$ cat src/rtl/proc_pkg.sv
// proc_pkg: shared opcode, instruction-field and sequencer-state definitions
package proc_pkg;
  localparam logic [2:0] OP_MV   = 3'b000;
  localparam logic [2:0] OP_MVT  = 3'b001;
  localparam logic [2:0] OP_ADD  = 3'b010;
  localparam logic [2:0] OP_SUB  = 3'b011;
  localparam logic [2:0] OP_HALT = 3'b111;
  localparam int OPC_HI  = 15;
  localparam int OPC_LO  = 13;
  localparam int IMM_BIT = 12;
  localparam int RX_HI   = 11;
  localparam int RX_LO   = 9;
  localparam int RY_HI   = 8;
  localparam int RY_LO   = 6;
  localparam int IMM9_HI = 8;
  localparam int IMM9_LO = 0;
  typedef enum logic [1:0] {S_IDLE, S_EXEC, S_HALT, S_ERROR} seq_state_t;
  function automatic logic is_halt(input logic [15:0] w);
    return w[OPC_HI:OPC_LO] == OP_HALT;
  endfunction
endpackage

$ cat src/rtl/instr_sequencer_if.sv
// instr_sequencer_if: program-load, start and Run/Done handshake bundle
interface instr_sequencer_if #(parameter int AW = 4);
  logic          start;
  logic          prog_we;
  logic [AW-1:0] prog_addr;
  logic [15:0]   prog_data;
  logic          Done;
  logic [15:0]   instruction;
  logic          Run;
  logic [AW-1:0] pc;
  logic          busy;
  logic          halted;
  logic          timeout_err;
  logic [15:0]   instr_count;
  modport master (
    input  start, prog_we, prog_addr, prog_data, Done,
    output instruction, Run, pc, busy, halted, timeout_err, instr_count
  );
  modport slave (
    output start, prog_we, prog_addr, prog_data, Done,
    input  instruction, Run, pc, busy, halted, timeout_err, instr_count
  );
endinterface

$ cat src/rtl/instr_ram.sv
// instr_ram: program memory with synchronous write and asynchronous read
module instr_ram #(
  parameter int DEPTH = 16,
  parameter int AW    = 4
) (
  input  logic          clock,
  input  logic          we,
  input  logic [AW-1:0] waddr,
  input  logic [15:0]   wdata,
  input  logic [AW-1:0] raddr,
  output logic [15:0]   rdata
);
  logic [15:0] mem [DEPTH];
  // contents are deliberately not reset so a program survives Rest
  always_ff @(posedge clock)
    if (we) mem[waddr] <= wdata;
  assign rdata = mem[raddr];
endmodule

$ cat src/rtl/instr_sequencer.sv
// instr_sequencer: feeds program words to the control unit over Run/Done
module instr_sequencer
  import proc_pkg::*;
#(
  parameter int DEPTH   = 16,
  parameter int AW      = 4,
  parameter int TIMEOUT = 15
) (
  input logic clock,
  input logic Rest,
  instr_sequencer_if.master bus
);
  localparam int WW = $clog2(TIMEOUT + 1);
  seq_state_t    state, state_n;
  logic [AW-1:0] pc, pc_n, raddr;
  logic [15:0]   ins, ins_n, cnt, cnt_n, rdata;
  logic [WW-1:0] wd, wd_n;
  logic          run, run_n, hlt, hlt_n, terr, terr_n;
  // read port looks ahead to pc+1 while executing, otherwise at the entry word
  assign raddr = (state == S_EXEC) ? pc + AW'(1) : '0;
  instr_ram #(.DEPTH(DEPTH), .AW(AW)) u_ram (
    .clock(clock),
    .we(bus.prog_we && state != S_EXEC),
    .waddr(bus.prog_addr),
    .wdata(bus.prog_data),
    .raddr(raddr),
    .rdata(rdata)
  );
  // next-state and registered-output logic
  always_comb begin
    state_n = state;
    pc_n    = pc;
    ins_n   = ins;
    cnt_n   = cnt;
    wd_n    = wd;
    run_n   = run;
    hlt_n   = hlt;
    terr_n  = terr;
    case (state)
      S_EXEC: begin
        if (bus.Done) begin
          cnt_n = cnt + 16'd1;
          wd_n  = '0;
          if (pc == AW'(DEPTH - 1) || is_halt(rdata)) begin
            state_n = S_HALT;
            run_n   = 1'b0;
            hlt_n   = 1'b1;
          end
          if (pc != AW'(DEPTH - 1)) begin
            pc_n  = pc + AW'(1);
            ins_n = rdata;
          end
        end else begin
          wd_n = wd + WW'(1);
          if (wd == WW'(TIMEOUT - 1)) begin
            state_n = S_ERROR;
            run_n   = 1'b0;
            terr_n  = 1'b1;
          end
        end
      end
      default: begin
        run_n = 1'b0;
        if (bus.start) begin
          ins_n   = rdata;
          pc_n    = '0;
          wd_n    = '0;
          cnt_n   = '0;
          terr_n  = 1'b0;
          hlt_n   = is_halt(rdata);
          run_n   = !is_halt(rdata);
          state_n = is_halt(rdata) ? S_HALT : S_EXEC;
        end
      end
    endcase
  end
  // state register with synchronous reset taking priority
  always_ff @(posedge clock) begin
    if (Rest) begin
      state <= S_IDLE;
      pc    <= '0;
      ins   <= '0;
      cnt   <= '0;
      wd    <= '0;
      run   <= 1'b0;
      hlt   <= 1'b0;
      terr  <= 1'b0;
    end else begin
      state <= state_n;
      pc    <= pc_n;
      ins   <= ins_n;
      cnt   <= cnt_n;
      wd    <= wd_n;
      run   <= run_n;
      hlt   <= hlt_n;
      terr  <= terr_n;
    end
  end
  assign bus.instruction = ins;
  assign bus.Run         = run;
  assign bus.pc          = pc;
  assign bus.busy        = state == S_EXEC;
  assign bus.halted      = hlt;
  assign bus.timeout_err = terr;
  assign bus.instr_count = cnt;
endmodule

$ cat src/flat_wrapper.sv
// flat-port wrapper written by rule: the top's interface ports become plain ports
module instr_sequencer_flat import proc_pkg::*;
#(
  parameter int DEPTH   = 16,
  parameter int AW      = 4,
  parameter int TIMEOUT = 15
)
  (clock, Rest, bus_start, bus_prog_we, bus_prog_addr, bus_prog_data, bus_Done, bus_instruction, bus_Run, bus_pc, bus_busy, bus_halted, bus_timeout_err, bus_instr_count);
  instr_sequencer_if #(.AW(AW)) bus_i ();
  input logic clock;
  input logic Rest;
  input wire logic [$bits(bus_i.start)-1:0] bus_start;
  input wire logic [$bits(bus_i.prog_we)-1:0] bus_prog_we;
  input wire logic [$bits(bus_i.prog_addr)-1:0] bus_prog_addr;
  input wire logic [$bits(bus_i.prog_data)-1:0] bus_prog_data;
  input wire logic [$bits(bus_i.Done)-1:0] bus_Done;
  output wire logic [$bits(bus_i.instruction)-1:0] bus_instruction;
  output wire logic [$bits(bus_i.Run)-1:0] bus_Run;
  output wire logic [$bits(bus_i.pc)-1:0] bus_pc;
  output wire logic [$bits(bus_i.busy)-1:0] bus_busy;
  output wire logic [$bits(bus_i.halted)-1:0] bus_halted;
  output wire logic [$bits(bus_i.timeout_err)-1:0] bus_timeout_err;
  output wire logic [$bits(bus_i.instr_count)-1:0] bus_instr_count;
  assign bus_i.start = bus_start;
  assign bus_i.prog_we = bus_prog_we;
  assign bus_i.prog_addr = bus_prog_addr;
  assign bus_i.prog_data = bus_prog_data;
  assign bus_i.Done = bus_Done;
  assign bus_instruction = bus_i.instruction;
  assign bus_Run = bus_i.Run;
  assign bus_pc = bus_i.pc;
  assign bus_busy = bus_i.busy;
  assign bus_halted = bus_i.halted;
  assign bus_timeout_err = bus_i.timeout_err;
  assign bus_instr_count = bus_i.instr_count;
  instr_sequencer #(.DEPTH(DEPTH), .AW(AW), .TIMEOUT(TIMEOUT)) u_core (.clock(clock), .Rest(Rest), .bus(bus_i));
endmodule
$ cat config.mk
export PLATFORM = sky130hd
export DESIGN_NAME = instr_sequencer_flat
export DESIGN_NICKNAME = d
export VERILOG_FILES = /design/src/rtl/proc_pkg.sv /design/src/rtl/instr_sequencer_if.sv /design/src/rtl/instr_ram.sv /design/src/rtl/instr_sequencer.sv /design/src/flat_wrapper.sv
export SDC_FILE = /design/constraint.sdc
export NUM_CORES = 1
export LEC_CHECK = 0
export CORE_ASPECT_RATIO = 0.75
export CORE_UTILIZATION = 50
export CTS_CLUSTER_SIZE = 25
export DETAILED_ROUTE_END_ITERATION = 6
export GPL_ROUTABILITY_DRIVEN = 0
export GPL_TIMING_DRIVEN = 0
export PLACE_DENSITY = 0.77
export SLEW_MARGIN = 5
export SYNTH_ARGS = -nofsm -noshare
export SYNTH_HDL_FRONTEND = slang
export SYNTH_SLANG_ARGS = --single-unit
$ cat constraint.sdc
create_clock -name clock -period 8.9 [get_ports clock]
set_input_delay 1.78 -clock clock [delete_from_list [all_inputs] [get_ports clock]]
set_output_delay 1.78 -clock clock [all_outputs]
set_load 0.02 [all_outputs]
# Word-level counts from Yosys, hierarchy flattened
# Memories as Yosys holds them, arrays and structs flattened.
# Cells that the tools add are included.
# classes
addsub	3
eq_ne	13
mux	35
reduce_logical	10
# op_table
cell	n
16-bit 2-to-1 mux	7
4-bit 2-to-1 mux	7
16-bit by 1-bit adder with 16-bit output, second input constant	1
1-bit 2-to-1 mux	15
2-bit 2-to-1 mux	6
3-bit AND reduction	4
4-bit by 1-bit adder with 4-bit output, second input constant	2
4-bit == test, second input constant	2
2-bit by 1-bit inequality test with 1-bit output, second input constant	4
3-bit by 2-bit inequality test with 1-bit output, second input constant	2
2-bit inequality test, second input constant	2
4-bit inequality test, second input constant	1
2-bit AND reduction	2
3-bit == test, second input constant	1
2-bit by 1-bit == test with 1-bit output, second input constant	1
2-bit nonzero test	1
1-bit logical AND	1
1-bit logical NOT	1
1-bit logical OR	1
# totals
input_bits	25
mem_count	1
ram_bits	256
ff_bits	45
output_inout_bits	40
# mem_list
name	words	word_bits	read_ports	rd_clocked_by_memory_dff	wr	line_no	text
u_core.u_ram.mem	16	16	1	0	1	instr_ram.sv:13	logic [15:0] mem [DEPTH];

# Logic depth before layout (Yosys ltp)
# An unclocked memory read counts as a cell.
# logic_depth
ltp_word	8
ltp_mapped	10

# Cells and area by module
# From an unflattened synthesis, not the netlist that was laid out.
# unflattened
cells_unflattened	637
hier_area_um2	11771.3
# modules_own_cells
module	n_inst	area_per_inst_um2	seq_area_each_um2	cells_per_inst
instr_ram	1	9721.8	7687.4	416
instr_sequencer	1	2049.5	900.9	221

# Least setup slack after synthesis
# No wires, ideal clock.
# synth_path
path_type	input port to flip-flop
startpoint	input port bus_prog_addr[1]
endpoint	memory u_core.u_ram.mem[0][0], enable pin
t_arrival_ps	3348
t_required_ps	8491
stages	2
setup_ps	409
path_slack_ps	5142
path_cell_list	or3_1 -> nor3_1
# synth_lines
item	line_no	text
start, declared	flat_wrapper.sv:14	input wire logic [$bits(bus_i.prog_addr)-1:0] bus_prog_addr;
end, declared	instr_ram.sv:13	
# Straight into the memory's write port.

# Final worst setup path
# layout_path
startpoint	register u_core.state[1]
endpoint	output port bus_busy
# layout_between
elab_chain_cells	1
# layout_rtl
item	line_no	text
start, declared	instr_sequencer.sv:14	seq_state_t state, state_n;
start signal, assigned	instr_sequencer.sv:89	state <= state_n;
2-bit by 1-bit == test with 1-bit output	instr_sequencer.sv:102	assign bus.busy = state == S_EXEC;
end, declared	flat_wrapper.sv:20	output wire logic [$bits(bus_i.busy)-1:0] bus_busy;
# No other way between the ends.

==> reports/results.tsv <==
metric	value	unit
status	finished clean	
clock power share	36.7	%
Clock Latency Late Sink	0.55	ns
Hold Crit Class	reg -> reg	
synthesized cell area	12300	µm²
data arrival time of the critical path	2.61	ns
Switching Fraction	26.4	%
DP Area	13600	µm²
Rel. slew slack	25.5	%
max-capacitance violation count	0	
root buf cell	clkbuf_16	
RSZ-0062 raised after global routing	false	
synth unique cells	66	
drt initial violations	1238	
worst vdd ir	0.000197	V
Data required, critical path	7.12	ns
Initial Util	51.0	%
Seq/Total Area, Yosys	70.1	%
CTS Buffer Depth	3	
Pwr Total	3.34	mW
Top FF cell, synth	edfxtp_1	
core footprint	24000	µm²
H-tree depth	1	
NumNets Final	986	
Core Util, Final	60.6	%
Ys Warns	0	
final max-slew violation count	0	
TritonCTS buffer count	28	
number of synthesized flops with an enable pin	256	
PwrDens	229	nW/µm²
area delta synth->final	18.8	%
Crit Path Max Fanout	10	
Hold Vio Cnt, Final	0	
Fmax achieved	228	MHz
Via density	6.21	
setup_tns	0	ns
leakage dissipation	4.66	nW
top cells by area, synth	edfxtp_1 63%, dfxtp_1 7.4%, nand2_1 3.2%, mux4_2 2.8%, nor2_1 1.6%	
async set or reset register ratio after synthesis	0	%
first-pass GRT wire length	46800	µm
final setup fails	0	
Mapped Cells	846	
Worst Setup End Kind	output port	
syn_nets	875	
postcts setup bufs	0	
Final Cell Area	14600	µm²
pin count of the biggest net entering global routing	17	
Synth top area share	62.7	%
Slew @ Worst Pin	1.12	ns
DRC	0	
Overall Global Routing Usage	25.5	%
Comb pwr share	15.9	%
total wire length	31800	µm
I/O pin cnt	65	
Die Span Y	138	µm
vias	8140	
Detail Route Antenna Nets	0	
Port Buffer Count	63	
post-cts sizing count	0	
CTS tree	built	
Congestion Overflow GR	0	
Die Area	25100	µm²
clock sink total	301	
Initial DRT Pass Iterations	7	
Syn Area/Cell	14.5	µm²
cell accounting for the most synthesized area	edfxtp_1	
n_diodes	0	
fin crit share	49.4	%
initial antenna violation count	0	
NetSw	880	µW
FP Rows	49	
hpwl dp	21100	µm
die width	183	µm
cts hold-fix bufs	0	
Setup crit start kind	flip-flop	
vias in the first global route	7513	
kind of critical path	reg -> out	
Layout Skew	0.0187	ns
Seq cells post-synth	301	
Final min period	4.39	ns
share of layout cells above drive strength 1	15.5	%
internal power	2.46	mW
post-detailed-route wirelength per cell	24.3	µm
Reg power frac	47.5	%
CTS clk-pin slew, worst paths	0.07	ns
-- final cells by class --
type / instances / area [µm²]
Multi-Input combinational cell: 483 / 3370
Clock buffer: 37 / 805
Sequential cell: 301 / 8590
Clock inverter: 15 / 140
Tap cell: 331 / 414
Buffer: 56 / 320
Inverter: 6 / 25.0
Timing Repair Buffer: 81 / 896
Fill cell: 1787 / 9470
-- routing by layer --
layer  track usage, %  routed length (µm)  vias to the layer above
met2             37.7               14000                      522
met1             38.0               13600                     4031
li1                 -                   -                     3524
met4             6.48                 797                        0
met3             6.11                3410                       63
met5                0                   0                        -
-- layout by cell type (no fill, tap or decap), types with 18 or more instances in the layout --
cell,count
a211oi_1,25
a31oi_1,18
a21oi_1,22
nor2b_1,19
edfxtp_1,256
dfxtp_1,45
clkbuf_16,28
nor3_1,21
clkdlybuf4s50_1,63
clkbuf_1,20
nand2_1,106
nor2_1,40
a311oi_1,19
o21ai_0,20
buf_2,18
-- synthesized netlist by cell type, types with 3 or more instances --
library cell,number
nand2b_1,11
mux4_2,15
nand2_1,106
a22o_1,5
buf_4,12
clkbuf_1,18
xnor2_1,3
nand3b_1,6
a221oi_1,10
inv_1,4
edfxtp_1,256
mux2_2,8
nand4_1,14
a31oi_1,18
nand4b_1,3
or3_1,5
o31ai_1,6
buf_2,18
nor2b_1,19
nand3_1,9
o22ai_1,3
a21oi_1,22
o21ai_0,20
mux2i_1,15
a2bb2oi_1,4
nor2_1,52
a311oi_1,19
nor3_1,25
ha_1,4
a211oi_1,25
a311o_1,8
buf_6,4
a22oi_1,5
mux4_1,6
dfxtp_1,45
xor2_1,5
-- worst paths after layout --
kind / from / to / slack, ns / cells past startpoint
setup / recovery: u_core.state[1]$_SDFFE_PP0P_ / bus_busy / 4.51 / 6
hold / removal: u_core.bus.instruction[2]$_SDFFE_PP0P_ / u_core.bus.instruction[2]$_SDFFE_PP0P_ / 0.45 / 2
setup reg to reg: u_core.state[1]$_SDFFE_PP0P_ / u_core.u_ram.mem[0][2]$_DFFE_PP_ / 5.76 / 8
hold reg to reg: u_core.bus.instruction[2]$_SDFFE_PP0P_ / u_core.bus.instruction[2]$_SDFFE_PP0P_ / 0.45 / 2
-- registers in the layout (all words and copies together), names as in the netlist --
name / cells
u_core.wd: 4
u_core.bus.halted: 1
u_core.bus.timeout_err: 1
u_core.state: 2
u_core.bus.instruction: 16
u_core.u_ram.mem: 256
u_core.bus.pc: 4
u_core.bus.instr_count: 16
u_core.bus.Run: 1
-- through the flow --
stage / hold WS [ns] / std cells / setup WS, ns
global route: 0.477 / 1310 / 4.42
global placement: 0.442 / 1240 / 3.36
floorplan: 0.447 / 846 / 5.14
CTS: 0.454 / 1310 / 4.53
detailed placement: 0.445 / 1258 / 4.66
finish: 0.452 / 1310 / 4.51
-- critical path, cell delays in order (launching register included) --
cell and delay, ns:
dfxtp_1 0.32, nand2b_1 0.13, clkbuf_2 0.21, inv_4 0.17
buf_2 0.31, buf_2 0.29, clkdlybuf4s50_1 0.64
-- logic make-up after synthesis --
logic type / count (synthesis) / synth area share (%)
buffers and inverters: 62 / 2.82
AND/OR/NAND/NOR: 265 / 10.5
multiplexers: 44 / 6.00
AO/OA/AOI/OAI: 160 / 9.37
flip-flops: 301 / 70.1
XOR/XNOR: 10 / 0.837
adder cells (fa/ha/maj): 4 / 0.408
-- power groups by stage --
| stage | clock network (mW) | registers (mW) | logic, mW |
|---|---|---|---|
| 2_1_floorplan | 0 | 1.64 | 0.296 |
| 3_3_place_gp | 0 | 1.62 | 0.495 |
| 3_5_place_dp | 0 | 1.62 | 0.516 |
| 4_1_cts | 1.22 | 1.59 | 0.519 |
| 5_1_grt | 1.28 | 1.59 | 0.563 |
| 6_report | 1.22 | 1.59 | 0.529 |
(Power assumes the default switching activity.)
==> variant 1 (config.mk and constraints unchanged) <==
Register the input `Rest` before use, without a reset. The logic sees it one clock later. The other inputs are not delayed to match.
--- a/src/rtl/instr_sequencer.sv
+++ b/src/rtl/instr_sequencer.sv
@@ -11,6 +11,13 @@
   instr_sequencer_if.master bus
 );
   localparam int WW = $clog2(TIMEOUT + 1);
+
+  logic Rest_q;
+
+  always_ff @(posedge clock) begin
+    Rest_q <= Rest;
+  end
+
   seq_state_t    state, state_n;
   logic [AW-1:0] pc, pc_n, raddr;
   logic [15:0]   ins, ins_n, cnt, cnt_n, rdata;
@@ -76,7 +83,7 @@
   end
   // state register with synchronous reset taking priority
   always_ff @(posedge clock) begin
-    if (Rest) begin
+    if (Rest_q) begin
       state <= S_IDLE;
       pc    <= '0;
       ins   <= '0;
Formal check against the unedited RTL: not equivalent (Yosys sat finds a counterexample within 4 cycles, from zero or initial values).
==> variant 1 against the original RTL <==
  * Sequential cell count increased by 1
  * Setup slack better by 0.37 ns
  * Worst hold slack gained 0.0057 ns
  * Routed wire length decreased by 4.4%
  * Synthesized area is 0.81% higher
  * Critical path depth down 1
  * Final cell count decreased by 0.46%
  * Final area shrank 0.58%
  * Utilization fell by 0.51 points
  * Critical endpoint unchanged
  * Largest cell class unchanged
Power is not compared: it rests on default switching activity, and its combinational part moved more than twofold at a synthesized area within 25%.
==> variant 1: results (changes against the original RTL) <==
LEAKAGE: 4.55 nW
Worst VDD drop: 0.141 mV
Post-DP Area: 13600 um^2 (+0.18%)
Port Buffer Count: 64 (+1.6%)
Filler cells: 1776 (-0.62%)
share of cells above drive strength 1: 13.6% (-2.0 points)
worst reg2reg setup slack: 5.72 ns (-0.04 ns)
setup bufs post-CTS: 0 (unchanged)
vias in the first global route: 7555 (+0.56%)
number of synthesized flops with an enable pin: 256 (unchanged)
mux share of post-synthesis cell area: 7.36% (+1.4 points)
WL/cell: 23.3 um (-4.0%)
Vias/cell: 6.04 (-2.8%)
first-pass GRT wire length: 46.0 mm (-1.7%)
Post-synth top cells: edfxtp_1 (256), nand2_1 (64), mux2i_1 (56)
Critical Path AT: 2.25 ns (-0.36 ns)
Reg-to-Reg Start: u_core.state[1]
synth top area cells: edfxtp_1 (62%), dfxtp_1 (7.5%), mux2i_1 (4.5%)
post-CTS resize count: 0 (unchanged)
CP max FO: 10 (unchanged)
xor/xnor share of the synthesized area: 0.993% (+0.16 points)
CTS HTree Levels: 1 (unchanged)
Post-Syn Nets: 871 (-0.46%)
pre-CTS WS: 4.36 ns (-0.309 ns)
Cell variety after synth: 62 (-6.1%)
r2r endpoint: u_core.u_ram.mem[5][3]
Compound-Gate Fraction of Synth Area: 9.70% (+0.33 points)
Num CTS Buffers: 29 (+3.6%)
total track usage: 24.4% (-1.1 points)
outcome: completed
Clk Latency, worst-skew pair: 0.54 ns
most frequently used flop master after synthesis: edfxtp_1
Final HPWL DP: 20.8 mm (-1.7%)
synth warn: 0 (unchanged)
drt pass-1 iters: 5 (-2)
Iter 0 DRT Violations: 1160 (-6.3%)
area share of fa/ha/maj cells after synthesis: 0.405% (-0.0033 points)
end of the critical path: bus_busy
CP peak stage delay: 0.66 ns (+0.02 ns)
pin slew with the least headroom to its limit: 0.973 ns (-0.144 ns)
Sw Share: 23.3%
setup ws final: 4.87 ns (+0.368 ns)
largest net degree at the start of global routing: 17 (unchanged)
Final Skew: 0.00624 ns (-0.0124 ns)
nets@finish: 981 (-0.51%)
CP max stage cell: clkdlybuf4s50_1
FF-to-FF path depth: 6 (-2)
Root Driver: clkbuf_16
sequential share of the synthesized area: 69.7% (-0.40 points)
[variant 1: cell count changes after synthesis, sizes merged, moves of 8 or more]
cell | unedited run | this run
a211oi | 25 | 34
a221oi | 10 | 1
a311o | 8 | 0
a311oi | 19 | 27
a31oi | 18 | 4
mux2i | 15 | 56
mux4 | 21 | 13
nand2 | 106 | 64
nand3b | 6 | 15
nor2b | 19 | 36
nor3 | 25 | 6
o21ai | 22 | 50
[variant 1: logic make-up after synthesis]
| group | count (synthesis) |
|---|---|
| AOI/OAI and AO/OA | 173 |
| xor gates and xnor gates | 14 |
| adders and majority gates | 4 |
| buffers and inverters | 60 |
| DFF | 302 |
| muxes | 74 |
| and+or+nand+nor | 215 |
[variant 1: layout make-up]
class	instances	area, um^2	area share (%)
multi-input combinational	480	3460	23.9
clock inverter	17	83.8	0.579
clock buffer	35	748	5.17
sequential	302	8610	59.5
tap	331	414	2.86
buffer	53	309	2.14
timing repair buffer	79	825	5.70
inverter	7	26.3	0.182
[variant 1: how the worst min path moves through the flow]
stage                                    start                         end  slack [ns]  cells past startpoint
finish              u_core.bus.instruction[14]  u_core.bus.instruction[14]        0.46                      2
global route        u_core.bus.instruction[14]  u_core.bus.instruction[14]        0.48                      2
CTS                 u_core.bus.instruction[14]  u_core.bus.instruction[14]        0.46                      2
detailed placement  u_core.bus.instruction[14]  u_core.bus.instruction[14]        0.45                      2
global placement    u_core.bus.instruction[13]  u_core.bus.instruction[13]        0.45                      2
floorplan                         u_core.wd[3]                u_core.wd[3]        0.46                      2
[variant 1: metrics by stage]
stage / cells / hold slack [ns]
3_3_place_gp: 1237 / 0.450
3_5_place_dp: 1252 / 0.450
6_report: 1304 / 0.458
4_1_cts: 1304 / 0.458
2_1_floorplan: 842 / 0.463
5_1_grt: 1304 / 0.476
[variant 1: metal layers]
metal  vias to the layer above  GRT usage (%)  routed length (um)  part of all wire [%]
met1                      3864           37.1               12600                    41
met4                         0           6.45                 742                   2.4
li1                       3478              -                   -                     -
met2                       478           35.4               13500                    44
met5                         -              0                   0                     0
met3                        52           5.30                3590                    12
[variant 1: worst max-delay path, delay by kind of cell, from the launching register on]
| kind | cells | cell delay, ns |
|---|---|---|
| AND/OR/NAND/NOR | 1 | 0.19 |
| flip-flops | 1 | 0.32 |
| buffers and inverters | 4 | 1.21 |
[variant 1: power by group through the flow]
stage                     Sequential, mW  Clock (mW)  Combinational, mW
final                               1.57        1.10              0.254
after global routing                1.57        1.16              0.268
after CTS                           1.57        1.11              0.249
after detailed placement            1.60           0              0.247
after global placement              1.60           0              0.237
after floorplan                     1.60           0              0.129
==> variant 2 (same flow settings) <==
Without the edit above. `TIMEOUT` is set to 15 in 2 places; all go to 14.
--- a/src/rtl/instr_sequencer.sv
+++ b/src/rtl/instr_sequencer.sv
@@ -4,7 +4,7 @@
 #(
   parameter int DEPTH   = 16,
   parameter int AW      = 4,
-  parameter int TIMEOUT = 15
+  parameter int TIMEOUT = 14
 ) (
   input logic clock,
   input logic Rest,
--- a/src/flat_wrapper.sv
+++ b/src/flat_wrapper.sv
@@ -3,7 +3,7 @@
 #(
   parameter int DEPTH   = 16,
   parameter int AW      = 4,
-  parameter int TIMEOUT = 15
+  parameter int TIMEOUT = 14
 )
   (clock, Rest, bus_start, bus_prog_we, bus_prog_addr, bus_prog_data, bus_Done, bus_instruction, bus_Run, bus_pc, bus_busy, bus_halted, bus_timeout_err, bus_instr_count);
   instr_sequencer_if #(.AW(AW)) bus_i ();
Function: no difference found for any inputs over 4 cycles, from zero or initial values; that may be too few to reach the edited logic, so the function may still have changed.
==> variant 2 against the original RTL <==
  * Synthesized area fell by 0.19%
  * Sequential cell count is the same
  * Worst hold slack worse by 0.0049 ns
  * Sequential share of layout area grew 0.42 points
  * Setup slack got worse by 0.13 ns
  * Final area shrank 0.71%
  * Routed wire length rose by 1.2%
  * Non-clock buffer count is 1 higher
  * Power shrank 1.9%
==> variant 2: results (changes against the original RTL) <==
WL/cell: 24.6 um (+1.2%)
Cell variety after synth: 63 (-4.5%)
Critical Path AT: 2.74 ns (+0.13 ns)
Iter 0 DRT Violations: 1332 (+7.6%)
Final Skew: 0.00971 ns (-0.00894 ns)
Sw Share: 26.6% (+0.27 points)
CP peak stage delay: 0.67 ns (+0.03 ns)
Worst VDD drop: 0.173 mV (-12%)
area share of fa/ha/maj cells after synthesis: 0.409% (+0.00079 points)
FF-to-FF path depth: 7 (-1)
Post-synth top cells: edfxtp_1 (256), nand2_1 (105), nor2_1 (50)
Detailed Route WL: 32.2 mm (+1.2%)
Post-DP Area: 13600 um^2 (-0.16%)
worst reg2reg setup slack: 5.70 ns (-0.06 ns)
xor/xnor share of the synthesized area: 0.839% (+0.0016 points)
Reg-to-Reg Start: u_core.bus.pc[1]
synth top area cells: edfxtp_1 (63%), dfxtp_1 (7.4%), mux4_2 (3.9%)
Final HPWL DP: 21.5 mm (+1.6%)
sequential share of the synthesized area: 70.2% (+0.14 points)
Port Buffer Count: 62 (-1.6%)
first-pass GRT wire length: 46.8 mm (about the same)
outcome: completed
Num CTS Buffers: 27 (-3.6%)
Post-Syn Nets: 877 (+0.23%)
mux share of post-synthesis cell area: 5.83% (-0.17 points)
total track usage: 25.7% (+0.24 points)
variant 2: area by class of cell:
type | instances | area [um^2]
buffer | 58 | 317
clock buffer | 38 | 737
clock inverter | 12 | 125
fill | 1740 | 9520
inverter | 6 | 22.5
multi-input combinational | 483 | 3350
sequential | 301 | 8590
tap | 331 | 414
timing repair buffer | 80 | 898
variant 2: worst min path at each step:
stage,cells after the start,endpoint,slack [ns],startpoint
final,2,u_core.bus.instruction[9],0.45,u_core.bus.instruction[9]
after global routing,2,u_core.bus.instruction[9],0.47,u_core.bus.instruction[9]
after CTS,2,u_core.bus.instruction[9],0.45,u_core.bus.instruction[9]
after detailed placement,2,u_core.bus.instruction[9],0.44,u_core.bus.instruction[9]
after global placement,2,u_core.bus.instruction[13],0.44,u_core.bus.instruction[13]
after floorplan,1,u_core.wd[3],0.45,u_core.wd[3]
variant 2: per-stage QoR:
step / power [mW] / worst slack, ns / util, %
CTS: 3.27 / 4.41 / 60.3
global placement: 2.12 / 3.36 / 55.3
floorplan: 1.93 / 5.14 / -
detailed placement: 2.14 / 4.76 / 56.7
finish: 3.28 / 4.38 / 60.3
global route: 3.37 / 4.31 / 60.3
variant 2: cells by family (layout without fill, tap and decap cells):
kind of cell / count (synthesis) / after routing
flops: 301 / 301
buf+inv: 64 / 194
fa+ha+maj: 4 / 4
simple gates: 265 / 265
compound gates: 160 / 160
mux: 44 / 44
xor+xnor: 10 / 10
variant 2: worst min-delay path, stage by stage (launching register included):
cell and delay [ns]:
dfxtp_1 0.31, nand2_1 0.05, a21oi_1 0.05
variant 2: power groups by stage:
stage	sequential (mW)	combinational, mW	clock (mW)
5_1_grt	1.59	0.568	1.21
2_1_floorplan	1.64	0.298	0
3_5_place_dp	1.62	0.522	0
4_1_cts	1.59	0.526	1.16
3_3_place_gp	1.62	0.500	0
6_report	1.59	0.535	1.16
variant 2: per-layer routing:
metal | global-route usage [%] | share of wire, % | vias up
li1 | - | - | 3514
met5 | 0 | 0 | -
met1 | 37.6 | 41 | 3969
met4 | 7.70 | 2.6 | 0
met3 | 6.13 | 13 | 76
met2 | 38.3 | 44 | 570
